==> src/rtl/mem_arb_pkg.sv <==
// Shared types and constants for the two-port memory arbiter.
package mem_arb_pkg;

  localparam int unsigned ARB_DATA_W = 16;
  localparam int unsigned ARB_ADDR_W = 16;

  localparam logic PORT0 = 1'b0;
  localparam logic PORT1 = 1'b1;

  typedef enum logic [1:0] {
    StIdle,
    StAccess,
    StClear
  } arb_state_e;

endpackage

==> src/rtl/mem_arbiter_if.sv <==
// Requester-side bundle: fetch port (P0) and load/store port (P1).
interface mem_arbiter_if
  import mem_arb_pkg::*;
#(
  parameter int unsigned DATA_W = ARB_DATA_W,
  parameter int unsigned ADDR_W = ARB_ADDR_W
);

  logic              P0_Req;
  logic              P0_We;
  logic [ADDR_W-1:0] P0_Addr;
  logic [DATA_W-1:0] P0_Wdata;
  logic              P0_Ack;
  logic [DATA_W-1:0] P0_Rdata;
  logic              P0_Err;

  logic              P1_Req;
  logic              P1_We;
  logic [ADDR_W-1:0] P1_Addr;
  logic [DATA_W-1:0] P1_Wdata;
  logic              P1_Ack;
  logic [DATA_W-1:0] P1_Rdata;
  logic              P1_Err;

  modport master (
    output P0_Req, P0_We, P0_Addr, P0_Wdata,
    output P1_Req, P1_We, P1_Addr, P1_Wdata,
    input  P0_Ack, P0_Rdata, P0_Err,
    input  P1_Ack, P1_Rdata, P1_Err
  );

  modport slave (
    input  P0_Req, P0_We, P0_Addr, P0_Wdata,
    input  P1_Req, P1_We, P1_Addr, P1_Wdata,
    output P0_Ack, P0_Rdata, P0_Err,
    output P1_Ack, P1_Rdata, P1_Err
  );

endinterface

==> src/rtl/rr_arbiter_2.sv <==
// Two-way round-robin arbiter; a masked port is never granted.
module rr_arbiter_2
  import mem_arb_pkg::*;
(
  input  logic       Clock,
  input  logic       Reset,
  input  logic [1:0] req,
  input  logic [1:0] mask,
  output logic       grant_valid,
  output logic       grant_id
);

  logic [1:0] eligible;
  logic       last_q;

  assign eligible    = req & ~mask;
  assign grant_valid = |eligible;

  // On a tie, favour the port that was not granted last.
  always_comb begin
    grant_id = PORT0;
    if (&eligible) begin
      grant_id = (last_q == PORT1) ? PORT0 : PORT1;
    end else if (eligible[1]) begin
      grant_id = PORT1;
    end
  end

  // Last-grant pointer; starts at P1 so P0 wins the first tie.
  always_ff @(posedge Clock or posedge Reset) begin
    if (Reset) begin
      last_q <= PORT1;
    end else if (grant_valid) begin
      last_q <= grant_id;
    end
  end

endmodule

==> src/rtl/mem_arbiter.sv <==
// Shares one single-write/single-read data memory between two requesters and
// provides a sequencer that zeroes every implemented word.
module mem_arbiter
  import mem_arb_pkg::*;
#(
  parameter int unsigned DATA_W       = ARB_DATA_W,
  parameter int unsigned ADDR_W       = ARB_ADDR_W,
  parameter int unsigned DEPTH        = 1024,
  parameter bit          CLEAR_ON_RST = 1'b0
) (
  input  logic              Clock,
  input  logic              Reset,
  mem_arbiter_if.slave      cpu,
  input  logic              Clear_Start,
  output logic              Clear_Busy,
  output logic              Clear_Done,
  output logic              Mem_Write_Enable,
  output logic [ADDR_W-1:0] Mem_Write_Address,
  output logic [DATA_W-1:0] Mem_Write_Data,
  output logic [ADDR_W-1:0] Mem_Read_Address,
  input  logic [DATA_W-1:0] Mem_Read_Data
);

  localparam int unsigned CntW = $clog2(DEPTH) + 1;

  arb_state_e        state_q, state_d;
  logic              lat_port_q, lat_port_d;
  logic              lat_we_q, lat_we_d;
  logic [ADDR_W-1:0] lat_addr_q, lat_addr_d;
  logic [DATA_W-1:0] lat_wdata_q, lat_wdata_d;
  logic [CntW-1:0]   cnt_q, cnt_d;
  logic [1:0]        ack_q, ack_d;
  logic [1:0]        err_q, err_d;
  logic [DATA_W-1:0] rdata0_q, rdata0_d;
  logic [DATA_W-1:0] rdata1_q, rdata1_d;
  logic              done_q, done_d;
  logic              first_q;

  logic              clear_go;
  logic              lat_in_range;
  logic [1:0]        req;
  logic [1:0]        mask;
  logic              grant_valid;
  logic              grant_id;
  logic [DATA_W-1:0] rd_value;

  assign clear_go     = Clear_Start || (CLEAR_ON_RST && first_q);
  assign lat_in_range = 32'(lat_addr_q) < DEPTH;
  assign req          = {cpu.P1_Req, cpu.P0_Req};
  // Only IDLE may grant, and a clear request takes priority over any access.
  assign mask         = (state_q == StIdle && !clear_go) ? ack_q : 2'b11;
  assign rd_value     = lat_in_range ? Mem_Read_Data : '0;

  rr_arbiter_2 u_rr (
    .Clock       (Clock),
    .Reset       (Reset),
    .req         (req),
    .mask        (mask),
    .grant_valid (grant_valid),
    .grant_id    (grant_id)
  );

  // Next-state, transaction latch, response and memory-side strobes.
  always_comb begin
    state_d           = state_q;
    lat_port_d        = lat_port_q;
    lat_we_d          = lat_we_q;
    lat_addr_d        = lat_addr_q;
    lat_wdata_d       = lat_wdata_q;
    cnt_d             = cnt_q;
    ack_d             = 2'b00;
    err_d             = 2'b00;
    rdata0_d          = rdata0_q;
    rdata1_d          = rdata1_q;
    done_d            = 1'b0;
    Mem_Write_Enable  = 1'b0;
    Mem_Write_Address = '0;
    Mem_Write_Data    = '0;
    Mem_Read_Address  = '0;
    unique case (state_q)
      StIdle: begin
        if (clear_go) begin
          state_d = StClear;
          cnt_d   = '0;
        end else if (grant_valid) begin
          state_d     = StAccess;
          lat_port_d  = grant_id;
          lat_we_d    = (grant_id == PORT0) ? cpu.P0_We    : cpu.P1_We;
          lat_addr_d  = (grant_id == PORT0) ? cpu.P0_Addr  : cpu.P1_Addr;
          lat_wdata_d = (grant_id == PORT0) ? cpu.P0_Wdata : cpu.P1_Wdata;
        end
      end
      StAccess: begin
        Mem_Read_Address = lat_addr_q;
        if (lat_we_q && lat_in_range) begin
          Mem_Write_Enable  = 1'b1;
          Mem_Write_Address = lat_addr_q;
          Mem_Write_Data    = lat_wdata_q;
        end
        ack_d[lat_port_q] = 1'b1;
        err_d[lat_port_q] = !lat_in_range;
        if (lat_port_q == PORT0) begin
          rdata0_d = rd_value;
        end else begin
          rdata1_d = rd_value;
        end
        state_d = StIdle;
      end
      StClear: begin
        Mem_Write_Enable  = 1'b1;
        Mem_Write_Address = ADDR_W'(cnt_q);
        cnt_d             = cnt_q + CntW'(1);
        if (cnt_q == CntW'(DEPTH - 1)) begin
          done_d  = 1'b1;
          state_d = StIdle;
        end
      end
      default: state_d = StIdle;
    endcase
  end

  // State and registered responses; reset abandons any access or clear.
  always_ff @(posedge Clock or posedge Reset) begin
    if (Reset) begin
      state_q     <= StIdle;
      lat_port_q  <= PORT0;
      lat_we_q    <= 1'b0;
      lat_addr_q  <= '0;
      lat_wdata_q <= '0;
      cnt_q       <= '0;
      ack_q       <= 2'b00;
      err_q       <= 2'b00;
      rdata0_q    <= '0;
      rdata1_q    <= '0;
      done_q      <= 1'b0;
      first_q     <= 1'b1;
    end else begin
      state_q     <= state_d;
      lat_port_q  <= lat_port_d;
      lat_we_q    <= lat_we_d;
      lat_addr_q  <= lat_addr_d;
      lat_wdata_q <= lat_wdata_d;
      cnt_q       <= cnt_d;
      ack_q       <= ack_d;
      err_q       <= err_d;
      rdata0_q    <= rdata0_d;
      rdata1_q    <= rdata1_d;
      done_q      <= done_d;
      first_q     <= 1'b0;
    end
  end

  assign cpu.P0_Ack   = ack_q[0];
  assign cpu.P1_Ack   = ack_q[1];
  assign cpu.P0_Err   = err_q[0];
  assign cpu.P1_Err   = err_q[1];
  assign cpu.P0_Rdata = rdata0_q;
  assign cpu.P1_Rdata = rdata1_q;
  assign Clear_Busy   = (state_q == StClear);
  assign Clear_Done   = done_q;

endmodule
==> src/flat_wrapper.sv <==
// flat-port wrapper written by rule: the top's interface ports become plain ports
module mem_arbiter_flat import mem_arb_pkg::*;
#(
  parameter int unsigned DATA_W       = ARB_DATA_W,
  parameter int unsigned ADDR_W       = ARB_ADDR_W,
  parameter int unsigned DEPTH        = 1024,
  parameter bit          CLEAR_ON_RST = 1'b0
)
  (Clock, Reset, Clear_Start, Clear_Busy, Clear_Done, Mem_Write_Enable, Mem_Write_Address, Mem_Write_Data, Mem_Read_Address, Mem_Read_Data, cpu_P0_Req, cpu_P0_We, cpu_P0_Addr, cpu_P0_Wdata, cpu_P1_Req, cpu_P1_We, cpu_P1_Addr, cpu_P1_Wdata, cpu_P0_Ack, cpu_P0_Rdata, cpu_P0_Err, cpu_P1_Ack, cpu_P1_Rdata, cpu_P1_Err);
  mem_arbiter_if #(.DATA_W(DATA_W), .ADDR_W(ADDR_W)) cpu_i ();
  input  logic Clock;
  input  logic Reset;
  input  logic Clear_Start;
  output logic Clear_Busy;
  output logic Clear_Done;
  output logic Mem_Write_Enable;
  output logic [ADDR_W-1:0] Mem_Write_Address;
  output logic [DATA_W-1:0] Mem_Write_Data;
  output logic [ADDR_W-1:0] Mem_Read_Address;
  input  logic [DATA_W-1:0] Mem_Read_Data;
  input wire logic [$bits(cpu_i.P0_Req)-1:0] cpu_P0_Req;
  input wire logic [$bits(cpu_i.P0_We)-1:0] cpu_P0_We;
  input wire logic [$bits(cpu_i.P0_Addr)-1:0] cpu_P0_Addr;
  input wire logic [$bits(cpu_i.P0_Wdata)-1:0] cpu_P0_Wdata;
  input wire logic [$bits(cpu_i.P1_Req)-1:0] cpu_P1_Req;
  input wire logic [$bits(cpu_i.P1_We)-1:0] cpu_P1_We;
  input wire logic [$bits(cpu_i.P1_Addr)-1:0] cpu_P1_Addr;
  input wire logic [$bits(cpu_i.P1_Wdata)-1:0] cpu_P1_Wdata;
  output wire logic [$bits(cpu_i.P0_Ack)-1:0] cpu_P0_Ack;
  output wire logic [$bits(cpu_i.P0_Rdata)-1:0] cpu_P0_Rdata;
  output wire logic [$bits(cpu_i.P0_Err)-1:0] cpu_P0_Err;
  output wire logic [$bits(cpu_i.P1_Ack)-1:0] cpu_P1_Ack;
  output wire logic [$bits(cpu_i.P1_Rdata)-1:0] cpu_P1_Rdata;
  output wire logic [$bits(cpu_i.P1_Err)-1:0] cpu_P1_Err;
  assign cpu_i.P0_Req = cpu_P0_Req;
  assign cpu_i.P0_We = cpu_P0_We;
  assign cpu_i.P0_Addr = cpu_P0_Addr;
  assign cpu_i.P0_Wdata = cpu_P0_Wdata;
  assign cpu_i.P1_Req = cpu_P1_Req;
  assign cpu_i.P1_We = cpu_P1_We;
  assign cpu_i.P1_Addr = cpu_P1_Addr;
  assign cpu_i.P1_Wdata = cpu_P1_Wdata;
  assign cpu_P0_Ack = cpu_i.P0_Ack;
  assign cpu_P0_Rdata = cpu_i.P0_Rdata;
  assign cpu_P0_Err = cpu_i.P0_Err;
  assign cpu_P1_Ack = cpu_i.P1_Ack;
  assign cpu_P1_Rdata = cpu_i.P1_Rdata;
  assign cpu_P1_Err = cpu_i.P1_Err;
  mem_arbiter #(.DATA_W(DATA_W), .ADDR_W(ADDR_W), .DEPTH(DEPTH), .CLEAR_ON_RST(CLEAR_ON_RST)) u_core (.Clock(Clock), .Reset(Reset), .cpu(cpu_i), .Clear_Start(Clear_Start), .Clear_Busy(Clear_Busy), .Clear_Done(Clear_Done), .Mem_Write_Enable(Mem_Write_Enable), .Mem_Write_Address(Mem_Write_Address), .Mem_Write_Data(Mem_Write_Data), .Mem_Read_Address(Mem_Read_Address), .Mem_Read_Data(Mem_Read_Data));
endmodule
==> config.mk <==
export PLATFORM = sky130hd
export DESIGN_NAME = mem_arbiter_flat
export DESIGN_NICKNAME = d
export VERILOG_FILES = /design/src/rtl/mem_arb_pkg.sv /design/src/rtl/mem_arbiter_if.sv /design/src/rtl/rr_arbiter_2.sv /design/src/rtl/mem_arbiter.sv /design/src/flat_wrapper.sv
export SDC_FILE = /design/constraint.sdc
export NUM_CORES = 1
export LEC_CHECK = 0
export ABC_AREA = 1
export CAP_MARGIN = 15
export CORE_MARGIN = 5
export CORE_UTILIZATION = 48
export DETAILED_ROUTE_END_ITERATION = 8
export GPL_ROUTABILITY_DRIVEN = 1
export GPL_TIMING_DRIVEN = 1
export PLACE_DENSITY = 0.82
export SLEW_MARGIN = 20
export SYNTH_ARGS = -nofsm -noshare
export SYNTH_HDL_FRONTEND = slang
export SYNTH_SLANG_ARGS = --single-unit
==> constraint.sdc <==
create_clock -name Clock -period 5.31 [get_ports Clock]
set_input_delay 0.7965 -clock Clock [delete_from_list [all_inputs] [get_ports Clock]]
set_output_delay 0.7965 -clock Clock [all_outputs]
set_load 0.01 [all_outputs]
==> flow_summary.toml, run 1 <==
[synthesis]
syn_avg_cell_area_um2 = 7.07
yosys_warnings = 0
yosysUniqueCellTypes = 29
ys_ff_latch = 85
synth_area_um2 = 4590
synthCells = 649
yosysSeqAreaShare_pct = 46.4

[route]
dr_wl_met2_um = 6670
post-route-drc-count = 0
vias_per_cell = 4.93
drtIter0Drc = 233
top_layer = "met4"
wl_met3_um = 795
wire_per_inst_um = 14.3
wl_um = 13300
num_vias = 4601
wl_met1_um = 5560
drt-pass1-iter-count = 5
ant_nets = 0

[power_and_ir_drop]
ir_drop_uv = 195
power_mw = 2.79
p_seq_share_pct = 38.7
combinationalPowerShare_pct = 43.4
p_clk_share_pct = 17.9
p_int_mw = 1.68
switching_power_mw = 1.11
cellPowerDensity_nw_per_um2 = 429
p_sw_share_pct = 39.9
p_leak_nw = 3.34

[global_routing]
grt_start_max_net_pins = 53
grt_pass1_wl_um = 21700
antenna_found_initial = 0
grt_overflow = 0
grt_pass1_vias = 4534
grt_usage_pct = 23.3

[sta]
fin_setup_tns_ns = 0
timing.final.crit_share_pct = 67.9
fin_skew_ns = 0.0190
slew_headroom_pct = 36.5
setup_violations = 0
hold_ws_ns = 0.486
grt_setup_unrepaired = "false"
drv_slew = 0
final-hold-violation-count = 0
fmax_mhz = 278
period_needed_ns = 3.60
worst_pin_slew_ns = 0.951

[setup_path]
crit_path_max_fanout = 19
endpoint_kind = "output pin"
required_ns = 4.51
rrSetupSlack_ns = 2.61
reg2reg_depth = 9
r2r-start = "u_core.state_q[1]"
worst-setup-path-type = "flop to output pin"
critPathLaunchType = "flop"
reg2reg_to = "u_core.lat_addr_q[6]"
arrival_ns = 2.81

[clock_tree]
clockBufferDepth = 2
cts_tree = "done"
cts_max_level = 3
insertion_delay_ns = 0.36
cts_buffers = 9
hold_buffers = 0
postCtsResizedCells = 0
cts.sinks = 85
clockRootBuffer = "clkbuf_8"
cts.clk_slew.worst_paths_ns = 0.09
post-cts-setup-buffers = 0

[worst_hold_path]
worstHoldEndpoint = "u_core.lat_wdata_q[12]"
hp-class = "flop to flop"
min_path_cells = 2
worstHoldStart = "u_core.lat_wdata_q[12]"

[die]
row_count = 35
core_um2 = 9280
die_h_um = 108
design.die.area_um2 = 11600
pin_count = 174
die-width_um = 108
start_util_pct = 49.4

[placed_design]
place_inst = 918
dp_hpwl_um = 9730
place_congestion = 0.862
numPortBuffers = 168

[final_layout]
fillers = 782
final_util_pct = 69.9
fin_nets = 891
stdcell_count = 934
area_growth_pct = 41.5
drive_gt1_share_pct = 3.73
n_antenna_cell = 0

[status]
status = "finished, final reports clean"

[flow_run]
drv_cap = 0
## worst max path at each step
stage	startpoint	cells after the start	to
after floorplan	Reset	1	u_core.Clear_Done
after global placement	cpu_P0_Req	8	u_core.lat_addr_q[13]
after detailed placement	cpu_P0_Req	8	u_core.lat_wdata_q[4]
after CTS	u_core.state_q[1]	7	Mem_Write_Address[5]
after global routing	u_core.state_q[1]	7	Mem_Write_Address[5]
final	u_core.state_q[1]	7	Mem_Write_Address[5]
## power groups by stage
stage | clock network [mW] | registers (mW) | logic, mW
after floorplan | 0 | 1.11 | 0.643
after global placement | 0 | 1.08 | 1.18
after detailed placement | 0 | 1.08 | 1.21
after CTS | 0.504 | 1.08 | 1.22
after global routing | 0.531 | 1.11 | 1.34
final | 0.499 | 1.08 | 1.21
## layer usage
metal / global-route usage, % / vias to the layer above
met2: 39.6 / 185
met4: 8.75 / 0
li1: - / 2241
met3: 3.42 / 25
met1: 30.0 / 2150
met5: 0 / -
## flip-flops by register name (all words and copies together) (netlist names)
signal / cells
u_core.cpu.P0_Rdata: 16
u_core.cpu.P1_Rdata: 16
u_core.lat_addr_q: 16
u_core.lat_wdata_q: 16
u_core.cnt_q: 11
u_core.ack_q: 2
u_core.err_q: 2
u_core.state_q: 2
u_core.Clear_Done: 1
u_core.lat_port_q: 1
u_core.lat_we_q: 1
u_core.u_rr.last_q: 1
## cell families (layout without fill, tap and decap cells)
kind of cell,after synthesis,count (layout),synth area share (%)
other,1,5,0.0818
AO/OA/AOI/OAI,55,55,6.55
flip-flops,85,85,46.4
AND/OR/NAND/NOR,336,336,30.9
buffers and inverters,168,320,14.9
adder cells (fa/ha/maj),4,4,1.09
## layout make-up
type	count	area [µm²]	share of cell area, %
multi-input combinational	400	1790	27.5
inverter	135	508	7.83
tap	129	161	2.49
timing repair buffer	169	1690	26.0
clock buffer	9	124	1.91
clock inverter	7	91.3	1.41
sequential	85	2130	32.8
## metrics by stage
step           setup WS [ns]  cell area [µm²]
2_1_floorplan           2.32             4600
3_3_place_gp            2.11             6270
3_5_place_dp            2.02             6270
4_1_cts                 1.76             6490
5_1_grt                 1.51             6490
6_report                1.71             6490
## cell usage after synthesis
cell type | instances | area, µm²
inv_2 | 2 | 7.51
o21ai_4 | 1 | 16.3
a21oi_1 | 4 | 20.0
nor2_1 | 40 | 150
o22ai_1 | 7 | 43.8
o21ai_0 | 39 | 195
and2_1 | 1 | 6.26
dfrtp_1 | 84 | 2100
buf_4 | 8 | 60.1
dfstp_2 | 1 | 26.3
ha_1 | 4 | 50.1
o21a_1 | 2 | 15.0
clkbuf_1 | 10 | 37.5
buf_6 | 1 | 11.3
o21ai_1 | 2 | 10.0
nand2_2 | 3 | 18.8
nor2_4 | 1 | 11.3
nand3_2 | 2 | 20.0
nand4_1 | 2 | 12.5
conb_1 | 1 | 3.75
buf_2 | 13 | 65.1
nor2_2 | 1 | 6.26
nand2_1 | 205 | 769
nand3b_1 | 1 | 7.51
nor2_8 | 1 | 20.0
inv_1 | 133 | 499
nand3_1 | 78 | 390
or2_1 | 1 | 6.26
buf_1 | 1 | 3.75
## worst max-delay path: stages (launching register included)
cell and delay (ns):
dfrtp_1 0.41, inv_1 0.09, ha_1 0.64, nand2_1 0.12, inv_1 0.12, nand3_2 0.23
o22ai_1 0.24, clkdlybuf4s50_1 0.59
## layout by cell type, fill, tap and decap left out, drive strengths merged
cell and instances:
nand2 208, clkdlybuf4s50 168, inv 137, dfrtp 84
nand3 80, nor2 43, o21ai 42, clkbuf 9
o22ai 7, conb 5, a21oi 4, ha 4
clkinv 3, nand4 2, o21a 2, or2 1
nand3b 1, and2 1, clkinvlp 1, bufinv 1
buf 1, dfstp 1
Note: power is estimated with default switching activity, not from simulation.
==> run 2: changes to the inputs <==
Settings changed: CORE_UTILIZATION 48 to 45, PLACE_DENSITY 0.82 to 0.78.
Clock period 5.31 ns to 3.75 ns, I/O delays scaled along.
==> run 2 against run 1 <==
First-iteration DRC count grew 40%. Register-to-register slack got worse by 1.5 ns. Critical path depth fell by 2. Sequential power grew 42%. Cell area is 0.52% higher. Die area rose by 6.0%. Non-clock buffer count up 4. Global-route usage down 2.1 points. Clock power rose by 38%. Count of clock-buffer cells in the layout stayed put. Final cell count rose by 0.86%.
==> flow_summary.toml, run 2 (synthesized netlist as in run 1, its figures left out) <==
[worst_hold_path]
worstHoldStart = "u_core.lat_wdata_q[15]"
min_path_cells = 2
worstHoldEndpoint = "u_core.lat_wdata_q[15]"
hp-class = "flop to flop"

[power_and_ir_drop]
p_clk_share_pct = 17.5
switching_power_mw = 1.56
p_leak_nw = 3.36
cellPowerDensity_nw_per_um2 = 604
p_sw_share_pct = 39.6
ir_drop_uv = 331
combinationalPowerShare_pct = 43.7
p_int_mw = 2.38
p_seq_share_pct = 38.8

[placed_design]
dp_hpwl_um = 9930
place_congestion = 0.850
place_inst = 926
numPortBuffers = 168

[sta]
fin_skew_ns = 0.0169
period_needed_ns = 3.06
fin_setup_tns_ns = 0
grt_setup_unrepaired = "false"
setup_violations = 0
slew_headroom_pct = 35.0
timing.final.crit_share_pct = 81.7
final-hold-violation-count = 0
drv_slew = 0
worst_pin_slew_ns = 0.971
fmax_mhz = 326

[die]
die_h_um = 111
pin_count = 174
start_util_pct = 46.5
design.die.area_um2 = 12300
row_count = 36
core_um2 = 9860
die-width_um = 111

[route]
ant_nets = 0
post-route-drc-count = 0
drtIter0Drc = 327
wl_um = 13100
wire_per_inst_um = 13.9
vias_per_cell = 4.74
num_vias = 4468
drt-pass1-iter-count = 5

[setup_path]
endpoint_kind = "output pin"
crit_path_max_fanout = 19
required_ns = 3.19
rrSetupSlack_ns = 1.16
reg2reg_to = "u_core.lat_addr_q[3]"
reg2reg_depth = 7
arrival_ns = 2.50
critPathLaunchType = "flop"
r2r-start = "u_core.state_q[1]"
worst-setup-path-type = "flop to output pin"

[clock_tree]
cts_buffers = 9
hold_buffers = 0
cts_tree = "done"
cts.sinks = 85
clockBufferDepth = 2
clockRootBuffer = "clkbuf_8"
cts_max_level = 3
post-cts-setup-buffers = 0
cts.clk_slew.worst_paths_ns = 0.10
postCtsResizedCells = 0
insertion_delay_ns = 0.35

[global_routing]
grt_overflow = 0
grt_usage_pct = 21.2
antenna_found_initial = 0
grt_pass1_vias = 4488
grt_start_max_net_pins = 64
grt_pass1_wl_um = 21500

[final_layout]
drive_gt1_share_pct = 4.20
fin_nets = 895
area_growth_pct = 42.3
final_cell_mix = "nand2_1 (205), clkdlybuf4s50_1 (168), inv_1 (132)"
final_util_pct = 66.1
stdcell_count = 942
n_antenna_cell = 0
final_common_cell = "nand2_1"
fillers = 818

[flow_run]
drv_cap = 0

[status]
status = "finished, final reports clean"
run 2: cell count changes in the layout (fill, tap and decap cells not counted), sizes merged:
cell,before,now
buf,1,5
clkinv,3,1
inv,137,139
run 2: layer usage:
layer,vias up,track usage [%],routed length [µm]
met3,19,4.04,792
met5,-,0,0
li1,2251,-,-
met1,2034,26.2,5380
met2,164,36.5,6610
met4,0,8.05,299
run 2: area by class of cell:
cell class / count / area [µm²] / area share (%)
clock buffers: 9 / 124 / 1.90
clock inverters: 7 / 88.8 / 1.36
inverters: 135 / 509 / 7.81
multi-input cells: 400 / 1790 / 27.4
flip-flops and latches: 85 / 2130 / 32.6
well taps: 133 / 166 / 2.55
repair buffers: 173 / 1720 / 26.4
run 2: power by group through the flow:
stage	registers, mW	logic (mW)	clock network (mW)
final	1.53	1.72	0.690
after global routing	1.57	1.92	0.745
after CTS	1.53	1.74	0.697
after detailed placement	1.54	1.74	0
after global placement	1.54	1.68	0
after floorplan	1.57	0.911	0
run 2: worst max-delay path, cell delays in order, from the launching register on:
cell and delay [ns]:
dfrtp_1 0.41, or2_1 0.30, nor2_8 0.31, nand2_2 0.30
nor2_1 0.25, clkdlybuf4s50_1 0.58
run 2: worst max path at each step:
stage                                      from                endpoint  slack (ns)  depth (start not counted)
after floorplan                           Reset       u_core.Clear_Done         1.0                          1
after CTS                 u_core.lat_addr_q[10]    Mem_Write_Address[0]        0.69                          5
after global placement              Clear_Start  u_core.lat_wdata_q[15]        0.96                          7
after global routing      u_core.lat_addr_q[10]    Mem_Write_Address[0]        0.58                          5
after detailed placement            Clear_Start   u_core.lat_addr_q[11]        0.82                          7
final                     u_core.lat_addr_q[10]      Mem_Write_Data[15]        0.69                          5
run 2: metrics by stage:
stage                     worst slack (ns)  hold WS, ns  power, mW  area, µm²
after CTS                            0.688        0.495       3.97       6520
after floorplan                      0.996        0.449       2.48       4600
after global placement               0.957        0.464       3.21       6310
after detailed placement             0.821        0.469       3.28       6310
after global routing                 0.577        0.516       4.24       6520
final                                0.685        0.496       3.94       6520
==> run 3: changes to the inputs <==
Settings changed: CORE_UTILIZATION 45 to 40, PLACE_DENSITY 0.78 to 0.73.
Clock period 3.75 ns to 2.8 ns, I/O delays scaled along.
==> run 3 against run 2 <==
Clock power increased by 75%. Routed wire length is 0.23% higher. Sequential power up 35%. Count of clock-buffer cells in the layout is the same. Worst hold slack lost 0.033 ns. First-iteration DRC count up 11%. Critical path type unchanged. Largest power group unchanged. Highest routed layer unchanged.
==> flow_summary.toml, run 3 (synthesized netlist as in run 1, its figures left out) <==
[route]
drt-pass1-iter-count = 4
vias_per_cell = 4.71
num_vias = 4507
drtIter0Drc = 363
ant_nets = 0
post-route-drc-count = 0
wire_per_inst_um = 13.7
wl_um = 13100

[die]
row_count = 39
die_h_um = 117
start_util_pct = 40.5
die-width_um = 117
core_um2 = 11300
pin_count = 174
design.die.area_um2 = 13700

[sta]
fin_setup_tns_ns = 0
hold_ws_ns = 0.463
timing.final.crit_share_pct = 91.9
drv_slew = 0
final-hold-violation-count = 0
period_needed_ns = 2.57
fin_skew_ns = 0.0125
worst_pin_slew_ns = 0.672
fmax_mhz = 388
setup_violations = 0
slew_headroom_pct = 55.0
grt_setup_unrepaired = "false"

[power_and_ir_drop]
ir_drop_uv = 456
cellPowerDensity_nw_per_um2 = 839
p_leak_nw = 3.43

[setup_path]
cp_num_buf_inv = 2
path_depth = 5
crit_chain = "inv_1 > ha_1 > nand2_1 > o22ai_1 > clkdlybuf4s50_1"
crit_path_max_fanout = 9
endpoint_kind = "output pin"
reg2reg_depth = 8
slowest_delay_ns = 0.57
arrival_ns = 2.15
required_ns = 2.38
worst-setup-path-type = "flop to output pin"
cpMaxStageDelayCell = "clkdlybuf4s50_1"
crit_family = "buffers and inverters"
critPathLaunchType = "flop"

[clock_tree]
cts.clk_slew.worst_paths_ns = 0.07
cts_tree = "done"
insertion_delay_ns = 0.33
clockBufferDepth = 2
cts.sinks = 85
clockRootBuffer = "clkbuf_16"
cts_max_level = 3
cts_buffers = 9
post-cts-setup-buffers = 0
postCtsResizedCells = 0
hold_buffers = 0

[worst_hold_path]
hp-class = "primary input to asynchronous set/reset pin"

[final_layout]
drive_gt1_share_pct = 4.67
area_growth_pct = 45.5
stdcell_count = 956
n_antenna_cell = 0
final_common_cell = "nand2_1"
fin_nets = 899
final_cell_mix = "nand2_1 (205), clkdlybuf4s50_1 (168), inv_1 (132)"

[global_routing]
grt_pass1_wl_um = 21100
grt_pass1_vias = 4482
grt_start_max_net_pins = 51
antenna_found_initial = 0
grt_overflow = 0
grt_usage_pct = 19.1

[placed_design]
dp_hpwl_um = 9770
numPortBuffers = 168
place_congestion = 0.821
place_inst = 940

[status]
status = "finished, final reports clean"

[flow_run]
drv_cap = 0
==> run 3: layout make-up <==
class | count | area [µm²]
Inverter | 135 | 508
Timing Repair Buffer | 177 | 1760
Fill cell | 1070 | 4650
Tap cell | 143 | 179
Sequential cell | 85 | 2130
Multi-Input combinational cell | 400 | 1790
Clock buffer | 9 | 225
Clock inverter | 7 | 80.1
==> run 3: where the power goes <==
part / internal (mW) / total, mW / switching, mW
sequential: 1.73 / 2.06 / 0.330
combinational: 1.05 / 2.32 / 1.27
clock: 0.704 / 1.21 / 0.510
==> run 3: per-stage QoR <==
stage / power, mW / area, µm² / util [%] / worst slack (ns)
floorplan: 3.32 / 4600 / - / 0.188
global placement: 4.34 / 6360 / 56.2 / 0.566
detailed placement: 4.42 / 6360 / 56.2 / 0.536
CTS: 5.66 / 6670 / 58.9 / 0.193
global route: 6.03 / 6670 / 58.9 / 0.0686
finish: 5.60 / 6670 / 58.9 / 0.226
==> run 3: worst paths after layout <==
path | startpoint | endpoint | slack (ns)
max reg2reg | u_core.state_q[1] | u_core.lat_wdata_q[14] | 0.77
min | Reset | u_core.cpu.P1_Rdata[10] | 0.46
min reg2reg | u_core.lat_wdata_q[11] | u_core.lat_wdata_q[11] | 0.48
max in group asynchronous | Reset | u_core.u_rr.last_q | 1.60
max | u_core.state_q[1] | Mem_Write_Address[1] | 0.23
min in group Clock | u_core.lat_wdata_q[11] | u_core.lat_wdata_q[11] | 0.48
==> run 3: routing by layer <==
layer | vias to the layer above | global-route usage, % | routed length (µm)
met2 | 145 | 33.6 | 6770
met3 | 11 | 3.19 | 859
met5 | - | 0 | 0
met4 | 0 | 5.89 | 155
met1 | 2093 | 24.2 | 5330
li1 | 2258 | - | -
